--- config.mk ---
export PLATFORM = sky130hd
export DESIGN_NAME = display_scan_controller
export DESIGN_NICKNAME = d
export VERILOG_FILES = /design/src/rtl/display_scan_controller.sv
export SDC_FILE = /design/constraint.sdc
export NUM_CORES = 1
export LEC_CHECK = 0
export ABC_CLOCK_PERIOD_IN_PS = 1800
export BUFFER_PORTS_ARGS = -buffer_cell sky130_fd_sc_hd__clkbuf_2
export CAP_MARGIN = 20
export CORE_MARGIN = 2
export CORE_UTILIZATION = 52
export CTS_BUF_LIST = sky130_fd_sc_hd__clkbuf_4 sky130_fd_sc_hd__clkbuf_8
export DETAILED_ROUTE_END_ITERATION = 6
export PLACE_DENSITY = 0.77
export SYNTH_ARGS = -nofsm -noshare
export SYNTH_HDL_FRONTEND = slang
export SYNTH_SLANG_ARGS = --single-unit
export TNS_END_PERCENT = 50
--- constraint.sdc ---
create_clock -name Clk -period 1.8 [get_ports Clk]
set_input_delay 0.36 -clock Clk [delete_from_list [all_inputs] [get_ports Clk]]
set_output_delay 0.36 -clock Clk [all_outputs]
set_load 0.005 [all_outputs]
--- src/rtl/display_scan_controller.sv ---
// display_scan_controller
// Drives a multiplexed common-anode seven-segment display. Each rising edge
// of Refresh advances the scan by one digit, and a blanking gap separates
// consecutive digits to suppress ghosting. New digit data arrives through a
// req/ack handshake into a shadow buffer. The shadow buffer is copied into the
// active buffer only at frame boundaries, or while the scan is idle, so a
// frame never shows a mix of old and new data.

module display_scan_controller #(
  parameter int NumDigits   = 4,
  parameter int BlankCycles = 2
) (
  input  logic                     Clk,
  input  logic                     Rst,
  input  logic                     Refresh,
  input  logic                     En,
  input  logic                     LoadReq,
  input  logic [4*NumDigits-1:0]   LoadData,
  input  logic [NumDigits-1:0]     LoadMask,
  output logic                     LoadAck,
  output logic [NumDigits-1:0]     Anode,
  output logic [6:0]               Seg,
  output logic                     FrameStart
);

  localparam int IdxW = (NumDigits > 1) ? $clog2(NumDigits) : 1;
  localparam int CntW = (BlankCycles > 1) ? $clog2(BlankCycles) : 1;
  localparam logic [IdxW-1:0] LastIdx   = IdxW'(NumDigits - 1);
  localparam logic [CntW-1:0] LastBlank = CntW'(BlankCycles - 1);

  typedef enum logic [1:0] {
    IDLE  = 2'd0,
    BLANK = 2'd1,
    SHOW  = 2'd2
  } scanState_t;

  scanState_t state, stateNext;
  logic [IdxW-1:0] digitIdx, digitIdxNext;
  logic [CntW-1:0] blankCnt, blankCntNext;

  logic refreshQ;
  logic tick;
  logic frameStart;
  logic transfer;
  logic capture;

  logic [4*NumDigits-1:0] shadowData, activeData;
  logic [NumDigits-1:0]   shadowMask, activeMask;
  logic                   pending;

  logic [3:0]           curNibble;
  logic                 lit;
  logic [NumDigits-1:0] anodeNext;
  logic [6:0]           segNext;

  // Hex nibble to active-low {g,f,e,d,c,b,a}
  function automatic logic [6:0] hexToSeg(input logic [3:0] hex);
    case (hex)
      4'h0: hexToSeg = 7'h40;
      4'h1: hexToSeg = 7'h79;
      4'h2: hexToSeg = 7'h24;
      4'h3: hexToSeg = 7'h30;
      4'h4: hexToSeg = 7'h19;
      4'h5: hexToSeg = 7'h12;
      4'h6: hexToSeg = 7'h02;
      4'h7: hexToSeg = 7'h78;
      4'h8: hexToSeg = 7'h00;
      4'h9: hexToSeg = 7'h10;
      4'hA: hexToSeg = 7'h08;
      4'hB: hexToSeg = 7'h03;
      4'hC: hexToSeg = 7'h46;
      4'hD: hexToSeg = 7'h21;
      4'hE: hexToSeg = 7'h06;
      default: hexToSeg = 7'h0E;
    endcase
  endfunction

  // Keep sampling Refresh through reset so the first cycle after reset release cannot see a false edge
  always_ff @(posedge Clk) begin
    refreshQ <= Refresh;
  end

  assign tick    = Refresh & ~refreshQ;
  assign capture = LoadReq & ~pending & ~LoadAck;

  // State register for the scan sequencer
  always_ff @(posedge Clk) begin
    if (Rst) begin
      state    <= IDLE;
      digitIdx <= '0;
      blankCnt <= '0;
    end else begin
      state    <= stateNext;
      digitIdx <= digitIdxNext;
      blankCnt <= blankCntNext;
    end
  end

  // Next-state logic: advance on ticks, time the blanking gap, and flag frame starts and buffer swaps
  always_comb begin
    stateNext    = state;
    digitIdxNext = digitIdx;
    blankCntNext = blankCnt;
    frameStart   = 1'b0;
    transfer     = 1'b0;
    case (state)
      IDLE: begin
        transfer = pending;
        if (tick) begin
          stateNext    = BLANK;
          digitIdxNext = '0;
          blankCntNext = '0;
          frameStart   = 1'b1;
        end
      end
      BLANK: begin
        if (blankCnt == LastBlank) begin
          stateNext = SHOW;
        end else begin
          blankCntNext = blankCnt + 1'b1;
        end
      end
      SHOW: begin
        if (tick) begin
          stateNext    = BLANK;
          blankCntNext = '0;
          if (digitIdx == LastIdx) begin
            digitIdxNext = '0;
            frameStart   = 1'b1;
            transfer     = pending;
          end else begin
            digitIdxNext = digitIdx + 1'b1;
          end
        end
      end
      default: begin
        stateNext = IDLE;
      end
    endcase
    if (!En) begin
      stateNext    = IDLE;
      digitIdxNext = '0;
      frameStart   = 1'b0;
      transfer     = transfer && (state == IDLE);
    end
  end

  // Load handshake and double buffer: capture into the shadow, swap into the active buffer at frame boundaries
  always_ff @(posedge Clk) begin
    if (Rst) begin
      shadowData <= '0;
      shadowMask <= '0;
      activeData <= '0;
      activeMask <= '0;
      pending    <= 1'b0;
      LoadAck    <= 1'b0;
      FrameStart <= 1'b0;
    end else begin
      LoadAck    <= capture;
      FrameStart <= frameStart;
      if (capture) begin
        shadowData <= LoadData;
        shadowMask <= LoadMask;
        pending    <= 1'b1;
      end else if (transfer) begin
        activeData <= shadowData;
        activeMask <= shadowMask;
        pending    <= 1'b0;
      end
    end
  end

  // Select the current digit and decide whether it is lit
  always_comb begin
    curNibble = activeData[{digitIdx, 2'b00} +: 4];
    lit       = (state == SHOW) && activeMask[digitIdx];
    segNext   = lit ? hexToSeg(curNibble) : 7'h7F;
    anodeNext = '1;
    for (int i = 0; i < NumDigits; i++) begin
      anodeNext[i] = !(lit && (digitIdx == IdxW'(i)));
    end
  end

  // Register the display drive so the pins stay glitch-free
  always_ff @(posedge Clk) begin
    if (Rst) begin
      Anode <= '1;
      Seg   <= 7'h7F;
    end else begin
      Anode <= anodeNext;
      Seg   <= segNext;
    end
  end

endmodule

==> metrics.txt, run 1 <==
outcome=complete, no violations; most common cell in the netlist=dfxtp_1; Ports=38; # Max-Cap Violations=0; Synth Register Bits=60; CP required=2.07 ns; Initial Util=54.9%; first-pass GRT wire length=8.20 mm; Pins Over Slew Limit=0; Critical Path Sink Type=register; Relative slew margins=72.5%; chip height=72.5 um; final setup TNS=0 ns; Post-synth top cells=60 x dfxtp_1, 54 x nand2_1, 29 x nor2_1; Worst Path Arrival=2.00 ns; worst-path fanout max=4; Placer Congestion=0.795; routed vias=1,946; Crit Path Category=reg2reg; drt pass-1 iters=4; remaining antenna violation count=0; Gate Count Post-Synth=261; critical path cell sequence=mux4_2 > buf_4 > ha_1 > mux2_4 > o211ai_2; CTS tree=done; DRC errors left=0; met2 WL=2.46 mm; dominant cells by area after synthesis=dfxtp_1 49%, nand2_1 8.3%, mux2i_1 8.2%; Distinct cells, synth=32; wire per inst=13.3 um; sequential share of the synthesized area=49.2%; EDFF count, synth=0; Final HPWL DP=3.13 mm; number of global-route vias before repair=1,855; worst-skew pair later-pin latency=0.33 ns; syn_nets=296; H-tree levels=3; fin crit share=96.2%; die area=5260 um2; Core ar.=4440 um2; max layer used=met4; fin crit period=1.73 ns; Placed Area=2720 um2; met1 wire length=2.14 mm; Via density=5.30; Clock Skew=0.00458 ns; Final Hold Fails=0; final core utilization=68.5%; actual slew at the worst max-slew pin=0.413 ns; Reg clk slew, reported paths=0.07 ns; Clock Tree Root=clkbuf_8; Netlist Area Pre-Place=2440 um2; GRT Overall Usage=20.1%; final wirelength=4.87 mm; critical path launch point type=register; PortBufs=37; row count=24; slowest CP cell=mux4_2; WL met3=188 um; Max Clk Rate=0.578 GHz; die width=72.5 um; Worst Hold Class=in2reg; Nets=345; Yosys warnings=0; CTS Hold Bufs=0; initial antenna violation count=0; synthesis-to-layout area growth=24.7%; Main synth FF type=dfxtp_1; largest net degree at the start of global routing=43; RSZ-0062 raised after global routing=true; Worst VDD drop=0.793 mV; Clock Sinks=60; Crit path largest cell delay=0.56 ns; share of layout cells above drive strength 1=28.3%; number of DRC markers in iteration 0=88; Max clock buf depth=2; Inserted Clock Buffers=9; global route overflow=0; Synth area leader=dfxtp_1; leakage power=0.00124 uW; fin area=3040 um2; final setup vio count=0; top-area cell type share of the netlist area=49.2%; Power Density=999 nW/um2; Avg Cell Area, Syn=9.35 um2; asr flop ratio synth=0%; ant diodes=0
critical path: cells and delay by family (launching register included):
family                     cells  cell delay, ns
muxes                          2            0.82
DFF                            1            0.38
buffers and inverters          1            0.17
adders and majority gates      1            0.17
AOI/OAI and AO/OA              1            0.13
sequential cells by signal, indices dropped and copies added, names as in the netlist:
register    flops
blankCnt        1
shadowData     16
FrameStart      1
pending         1
activeData     16
shadowMask      4
state           2
Anode           4
activeMask      4
LoadAck         1
digitIdx        2
refreshQ        1
Seg             7
worst paths after layout:
kind / end / cells after the start / slack, ns / startpoint
worst max-delay path: Seg[4] / 5 / 0.07 / digitIdx[0]
worst min-delay path: refreshQ / 1 / 0.16 / Refresh
worst max register to register: Seg[4] / 5 / 0.07 / digitIdx[0]
worst min register to register: shadowData[5] / 2 / 0.46 / shadowData[5]
logic make-up (layout without fill, tap and decap cells):
group                    Yosys count  after routing  synth area share (%)
XOR/XNOR                           1              1                 0.359
multiplexers                      27             27                  14.1
flip-flops                        60             60                  49.2
buffers and inverters             22             76                  4.21
adder cells (fa/ha/maj)           10             10                  5.13
AND/OR/NAND/NOR                  103            103                  18.1
AO/OA/AOI/OAI                     38             38                  8.97
power by group:
part	switching [uW]	internal [uW]
clock	512	888
sequential	29.0	1380
combinational	128	107
total	669	2370
stage by stage:
stage / hold slack (ns) / worst slack (ns) / total power, uW / std cells
finish: 0.157 / 0.0687 / 3040 / 367
global route: 0.151 / -0.0148 / 3140 / 367
CTS: 0.148 / 0.0128 / 3060 / 364
detailed placement: 0.447 / -0.00174 / 1660 / 346
global placement: 0.446 / 0.0599 / 1650 / 346
floorplan: 0.388 / 0.000800 / 1580 / 261
metal layers:
| metal | GRT usage [%] | up-vias |
|---|---|---|
| li1 | - | 971 |
| met1 | 23.8 | 920 |
| met2 | 34.3 | 45 |
| met3 | 4.86 | 10 |
| met4 | 9.26 | 0 |
| met5 | 0 | - |
cell type report:
class                      count  area, um2
tap                           52       65.1
multi-input combinational    179       1180
clock inverter                 4       70.1
fill                         350       1400
sequential                    60       1210
clock buffer                  12        165
inverter                       6       22.5
timing repair buffer          54        333
layout by cell type (no fill, tap or decap), types with 2 or more instances in the layout:
master / instances
a21oi_1: 27
buf_4: 14
buf_6: 2
bufinv_16: 2
clkbuf_2: 37
clkbuf_8: 12
clkinv_2: 2
dfxtp_1: 58
ha_1: 8
ha_4: 2
inv_1: 4
inv_2: 2
mux2i_1: 20
mux4_2: 4
nand2_1: 54
nand2b_1: 3
nand3_1: 5
nand3b_1: 3
nor2_1: 29
nor3_1: 2
nor3b_1: 2
o211ai_1: 3
timing repair:
item                       CTS  global route
pin swaps                    0             2
setup endpoints to repair    1            18
setup buffers                2             3
gates resized for setup      2             9
Note: power is estimated with default switching activity, not from simulation.
==> inputs of run 2 (changes only) <==
--- a/config.mk
+++ b/config.mk
@@ -12,7 +12,7 @@
 export CORE_UTILIZATION = 52
 export CTS_BUF_LIST = sky130_fd_sc_hd__clkbuf_4 sky130_fd_sc_hd__clkbuf_8
 export DETAILED_ROUTE_END_ITERATION = 6
-export PLACE_DENSITY = 0.77
+export PLACE_DENSITY = 0.8
 export SYNTH_ARGS = -nofsm -noshare
 export SYNTH_HDL_FRONTEND = slang
 export SYNTH_SLANG_ARGS = --single-unit
==> run 2 against run 1 <==
  * Worst setup slack lost 0.0055 ns
  * Sequential power hardly changed
  * Register-to-register slack barely moved
  * Count of clock-buffer cells in the layout stayed put
  * Global-route usage fell by 0.16 points
  * Critical path depth stayed put
  * Combinational power is 3% lower
  * Cell area fell by 2.4%
  * Clock skew up 0.0038 ns
  * Total power shrank 5.2%
  * Flip-flop and latch count did not move
  * Largest power group unchanged
  * Sequential share of layout area increased by 0.99 points
==> metrics.txt, run 2 (synthesis results as in run 1) <==
routed vias=1,911 (-1.8%); Worst VDD drop=0.654 mV (-18%); CTS tree=done; FF-to-FF path depth=5 (unchanged); row count=24 (unchanged); number of DRC markers in iteration 0=83 (-5.7%); Placer Congestion=0.869 (+9.3%); most frequent cells in the layout=58 x dfxtp_1, 54 x nand2_1, 37 x clkbuf_2, 29 x nor2_1, 27 x a21oi_1; Relative slew margins=71.8% (-0.67 points); Power Density=970 nW/um2 (-2.9%); CP required=2.08 ns (about the same); remaining antenna violation count=0 (unchanged); Via density=5.25 (-0.99%); final wirelength=4.70 mm (-3.4%); drt pass-1 iters=5 (+1); fin crit share=96.5% (+0.31 points); chip height=72.5 um (unchanged); worst-path fanout max=5 (+1); Crit Path Category=reg2reg; Worst Path Arrival=2.01 ns (about the same); Worst Hold Class=in2reg; Top Registers=activeData x16, shadowData x16, Seg x7; final setup vio count=0 (unchanged); leakage power=0.00121 uW (-3.0%); Final HPWL DP=3.08 mm (-1.5%); H-tree levels=3 (unchanged); Core ar.=4440 um2 (unchanged); ant diodes=0 (unchanged); worst setup margin=0.0632 ns (-0.00551 ns); Clock Tree Root=clkbuf_8; outcome=complete, no violations; Initial Util=54.9% (unchanged); fin crit period=1.74 ns (+0.00551 ns); first-pass GRT wire length=7.88 mm (-3.9%); critical path launch point type=register; Max clock buf depth=2 (unchanged); largest net degree at the start of global routing=44 (+2.3%); Clock Skew=0.00838 ns (+0.00380 ns); Hold Path Sink=refreshQ; dpl ws=-0.0658 ns (-0.0640 ns); # Max-Cap Violations=0 (unchanged); global route overflow=0 (unchanged); die width=72.5 um (unchanged); Clock Sinks=60 (unchanged); DRC errors left=0 (unchanged); wire per inst=12.9 um (-2.6%); RSZ-0062 raised after global routing=true; number of global-route vias before repair=1,716 (-7.5%); share of layout cells above drive strength 1=27.9% (-0.37 points); Inserted Clock Buffers=9 (unchanged); Hold Crit Start=Refresh; Max Clk Rate=0.576 GHz (-0.32%); end of the worst register-to-register path=Seg[3]; initial antenna violation count=0 (unchanged); synthesis-to-layout area growth=21.7%; Hold Path Depth=1 (unchanged); R2R Setup Slk=0.06 ns (about the same); Critical Path Sink Type=register; worst-skew pair later-pin latency=0.34 ns (about the same); Pins Over Slew Limit=0 (unchanged); leading cell type in the layout, fill and taps excluded=dfxtp_1; Final Hold Slack=0.150 ns (-0.00631 ns); Final Hold Fails=0 (unchanged); actual slew at the worst max-slew pin=0.423 ns (+0.0100 ns); Nets=342 (-0.87%); PortBufs=37 (unchanged); GRT Overall Usage=19.9% (-0.16 points); die area=5260 um2 (unchanged); Ports=38 (unchanged); Reg clk slew, reported paths=0.07 ns (about the same); worst reg2reg path startpoint=digitIdx[0]
[run 2: cell count changes in the layout (fill, tap and decap cells not counted), sizes merged]
| cell | before | now |
|---|---|---|
| clkinvlp | 0 | 1 |
| bufinv | 2 | 1 |
| buf | 17 | 14 |
[run 2: routing by layer]
metal	vias up	global-route usage (%)	routed length, um
li1	971	-	-
met4	0	9.88	100
met2	56	31.6	2250
met5	-	0	0
met3	11	6.39	197
met1	873	24.4	2150
[run 2: timing repair]
item | in CTS | in global routing
hold buffers | 0 | 0
resized for setup | 1 | 8
endpoints found under the setup margin | 3 | 9
cloned | 0 | 0
buffers inserted | 2 | 1
pin swaps | 0 | 0
[run 2: cell type report]
cell class	count	area, um2
sequential	60	1210
multi-input combinational	179	1170
timing repair buffer	51	303
tap	52	65.1
fill	378	1480
clock inverter	4	47.5
clock buffer	12	159
inverter	6	22.5
[run 2: where the power goes]
| part | total [uW] | internal, uW | switching, uW |
|---|---|---|---|
| Combinational | 228 | 104 | 124 |
| Clock | 1250 | 725 | 522 |
| Sequential | 1400 | 1380 | 29.4 |
[run 2: worst max-delay path by stage]
stage,endpoint,startpoint,cells past startpoint
floorplan,Seg[3],digitIdx[0],6
global placement,Seg[3],digitIdx[0],5
detailed placement,Seg[3],digitIdx[0],5
CTS,Seg[3],digitIdx[0],5
global route,Seg[3],digitIdx[0],5
finish,Seg[3],digitIdx[0],5
[run 2: per-stage QoR]
| step | utilization (%) | cells | instance area (um2) | power (uW) | setup TNS, ns |
|---|---|---|---|---|---|
| after floorplan | - | 261 | 2440 | 1580 | 0 |
| after global placement | 61.1 | 345 | 2720 | 1650 | 0 |
| after detailed placement | 61.1 | 345 | 2720 | 1660 | -0.0668 |
| after CTS | 66.1 | 363 | 2940 | 2890 | 0 |
| after global routing | 66.8 | 364 | 2970 | 2980 | -0.00744 |
| final | 66.8 | 364 | 2970 | 2880 | 0 |
[run 2: worst max-delay path, cell delays in order, from the launching register on]
cell and delay (ns):
dfxtp_4 0.38, mux4_2 0.56, inv_2 0.12, ha_1 0.25, o211a_1 0.23, o21ai_1 0.12
==> inputs of run 3 (changes only) <==
--- a/config.mk
+++ b/config.mk
@@ -8,11 +8,13 @@
 export ABC_CLOCK_PERIOD_IN_PS = 1800
 export BUFFER_PORTS_ARGS = -buffer_cell sky130_fd_sc_hd__clkbuf_2
 export CAP_MARGIN = 20
+export CORE_ASPECT_RATIO = 1.1
 export CORE_MARGIN = 2
 export CORE_UTILIZATION = 52
 export CTS_BUF_LIST = sky130_fd_sc_hd__clkbuf_4 sky130_fd_sc_hd__clkbuf_8
 export DETAILED_ROUTE_END_ITERATION = 6
 export PLACE_DENSITY = 0.8
+export REMOVE_ABC_BUFFERS = 1
 export SYNTH_ARGS = -nofsm -noshare
 export SYNTH_HDL_FRONTEND = slang
 export SYNTH_SLANG_ARGS = --single-unit
==> run 3 against run 2 <==
  * Flip-flop and latch count did not move
  * Largest power group is now clock
  * Combinational power is 13% higher
  * Total power is 8.7% higher
  * Register-to-register slack got worse by 0.06 ns
  * Worst setup slack got worse by 0.056 ns
  * Critical endpoint is now activeData[15]
  * Critical path type unchanged
==> metrics.txt, run 3 (synthesis results as in run 1) <==
outcome=complete, no violations; final wirelength=5.13 mm (+9.1%); routed vias=1,903 (-0.42%); critical path launch point type=register; Via density=5.10 (-2.8%); final setup TNS=0 ns (unchanged); Clock Sinks=60 (unchanged); sw frac=21.8% (-1.6 points); share of layout cells above drive strength 1=27.4% (-0.44 points); final setup vio count=0 (unchanged); worst-skew pair later-pin latency=0.34 ns (about the same); GRT Overall Usage=19.1% (-0.76 points); Pins Over Slew Limit=0 (unchanged); initial antenna violation count=0 (unchanged); largest net degree at the start of global routing=30 (-32%); number of global-route vias before repair=1,707 (-0.52%); CP required=2.03 ns (-0.05 ns); ant diodes=0 (unchanged); Nets=347 (+1.5%); Clock Skew=0.00727 ns (-0.00111 ns); die width=69.3 um (-4.4%); Worst Hold Class=in2reg; Final HPWL DP=3.23 mm (+4.8%); Final Hold Fails=0 (unchanged); Max Clk Rate=0.558 GHz (-3.1%); Internal=2450 uW (+11%); Ports=38 (unchanged); first-pass GRT wire length=7.73 mm (-1.9%); CTS tree=done; drt pass-1 iters=5 (unchanged); fin area=3100 um2 (+4.3%); Psw=683 uW (+1.2%); Top Registers=activeData x16, shadowData x16, Seg x7; leakage power=0.00126 uW (+4.8%); worst-path fanout max=10 (+5); Core ar.=4590 um2 (+3.2%); # Max-Cap Violations=0 (unchanged); Finished Layout Cells=373 (+2.5%); Relative slew margins=70.4% (-1.4 points); synthesis-to-layout area growth=26.9%; Placed Instances=350 (+1.4%); most frequent cells in the layout=58 x dfxtp_1, 54 x nand2_1, 37 x clkbuf_2, 29 x nor2_1, 27 x a21oi_1; wire per inst=13.8 um (+6.5%); Max clock buf depth=2 (unchanged); Final Hold Slack=0.158 ns (+0.00730 ns); row count=26 (+8.3%); Worst VDD drop=0.679 mV (+3.9%); fin crit share=99.6% (+3.1 points); sequential fraction of design power=44.9% (-3.9 points); Tot Pwr=3130 uW (+8.7%); Initial Util=53.2% (-1.7 points); Crit Path Category=reg2reg; Placer Congestion=0.856 (-1.5%); Critical Path Sink Type=register; Inserted Clock Buffers=9 (unchanged); Clock Tree Root=clkbuf_8; die area=5260 um2 (about the same); Reg clk slew, reported paths=0.07 ns (about the same); Placed Area=2730 um2 (+0.37%); Comb pwr share=8.2% (+0.3 points); DRC errors left=0 (unchanged); fin crit period=1.79 ns (+0.0560 ns); PortBufs=37 (unchanged); global route overflow=0 (unchanged); number of DRC markers in iteration 0=102 (+23%); Worst Path Arrival=2.02 ns (about the same); chip height=75.8 um (+4.6%); Clk pwr share=46.8% (+3.5 points); actual slew at the worst max-slew pin=0.437 ns (+0.0145 ns); leading cell type in the layout, fill and taps excluded=dfxtp_1; H-tree levels=3 (unchanged); Power Density=1010 nW/um2 (+4.3%); remaining antenna violation count=0 (unchanged)
-- run 3: cell count changes in the layout (fill, tap and decap cells not counted), moves of 2 or more --
cell and delta:
buf_4 +2, bufinv_16 +2, clkbuf_16 +2, clkbuf_8 -2, ha_2 -2
-- run 3: cell type report --
class	instances	area, um2
clock buffers	11	139
well taps	56	70.1
fillers	357	1490
flip-flops and latches	60	1210
multi-input cells	179	1170
repair buffers	56	388
inverters	6	22.5
clock inverters	5	100
-- run 3: critical path, stage by stage (launching register included) --
cell,delay (ns)
dfxtp_4,0.37
buf_4,0.16
ha_4,0.15
nand4b_1,0.16
a21oi_4,0.30
clkbuf_16,0.23
mux2i_1,0.24
nor2_1,0.07
-- run 3: worst paths after layout --
check | depth (start not counted) | slack, ns | endpoint | startpoint
setup / recovery | 7 | 0.007 | activeData[15] | digitIdx[0]
hold / removal | 1 | 0.16 | refreshQ | Refresh
setup reg to reg | 7 | 0.007 | activeData[15] | digitIdx[0]
hold reg to reg | 2 | 0.45 | shadowMask[0] | shadowMask[0]
-- run 3: timing repair --
action | 4_1_cts | 5_1_grt
gates resized for setup | 2 | 6
gates cloned | 0 | 2
setup buffers | 0 | 5
hold buffers | 0 | 0
pin swaps | 0 | 2
setup endpoints to repair | 19 | 16
-- run 3: power groups by stage --
stage                     logic [uW]  clock network, uW  registers [uW]
after floorplan                  139                  0            1430
after global placement           217                  0            1430
after detailed placement         225                  0            1440
after CTS                        226               1480            1410
after global routing             285               1550            1410
final                            258               1470            1410
-- run 3: per-layer routing --
layer  part of all wire (%)  wire length, um  global-route usage [%]
met5                      0                0                       0
met2                     50             2580                    32.7
met4                    1.4               72                    7.63
met1                     43             2200                    21.9
met3                    5.4              277                    7.67
-- run 3: through the flow --
stage                     setup WS, ns  utilization [%]
after detailed placement       -0.0115             59.4
after floorplan                  -1.00                -
after global routing           -0.0435             67.5
final                          0.00711             67.5
after CTS                       0.0314             64.7
after global placement          0.0495             59.4
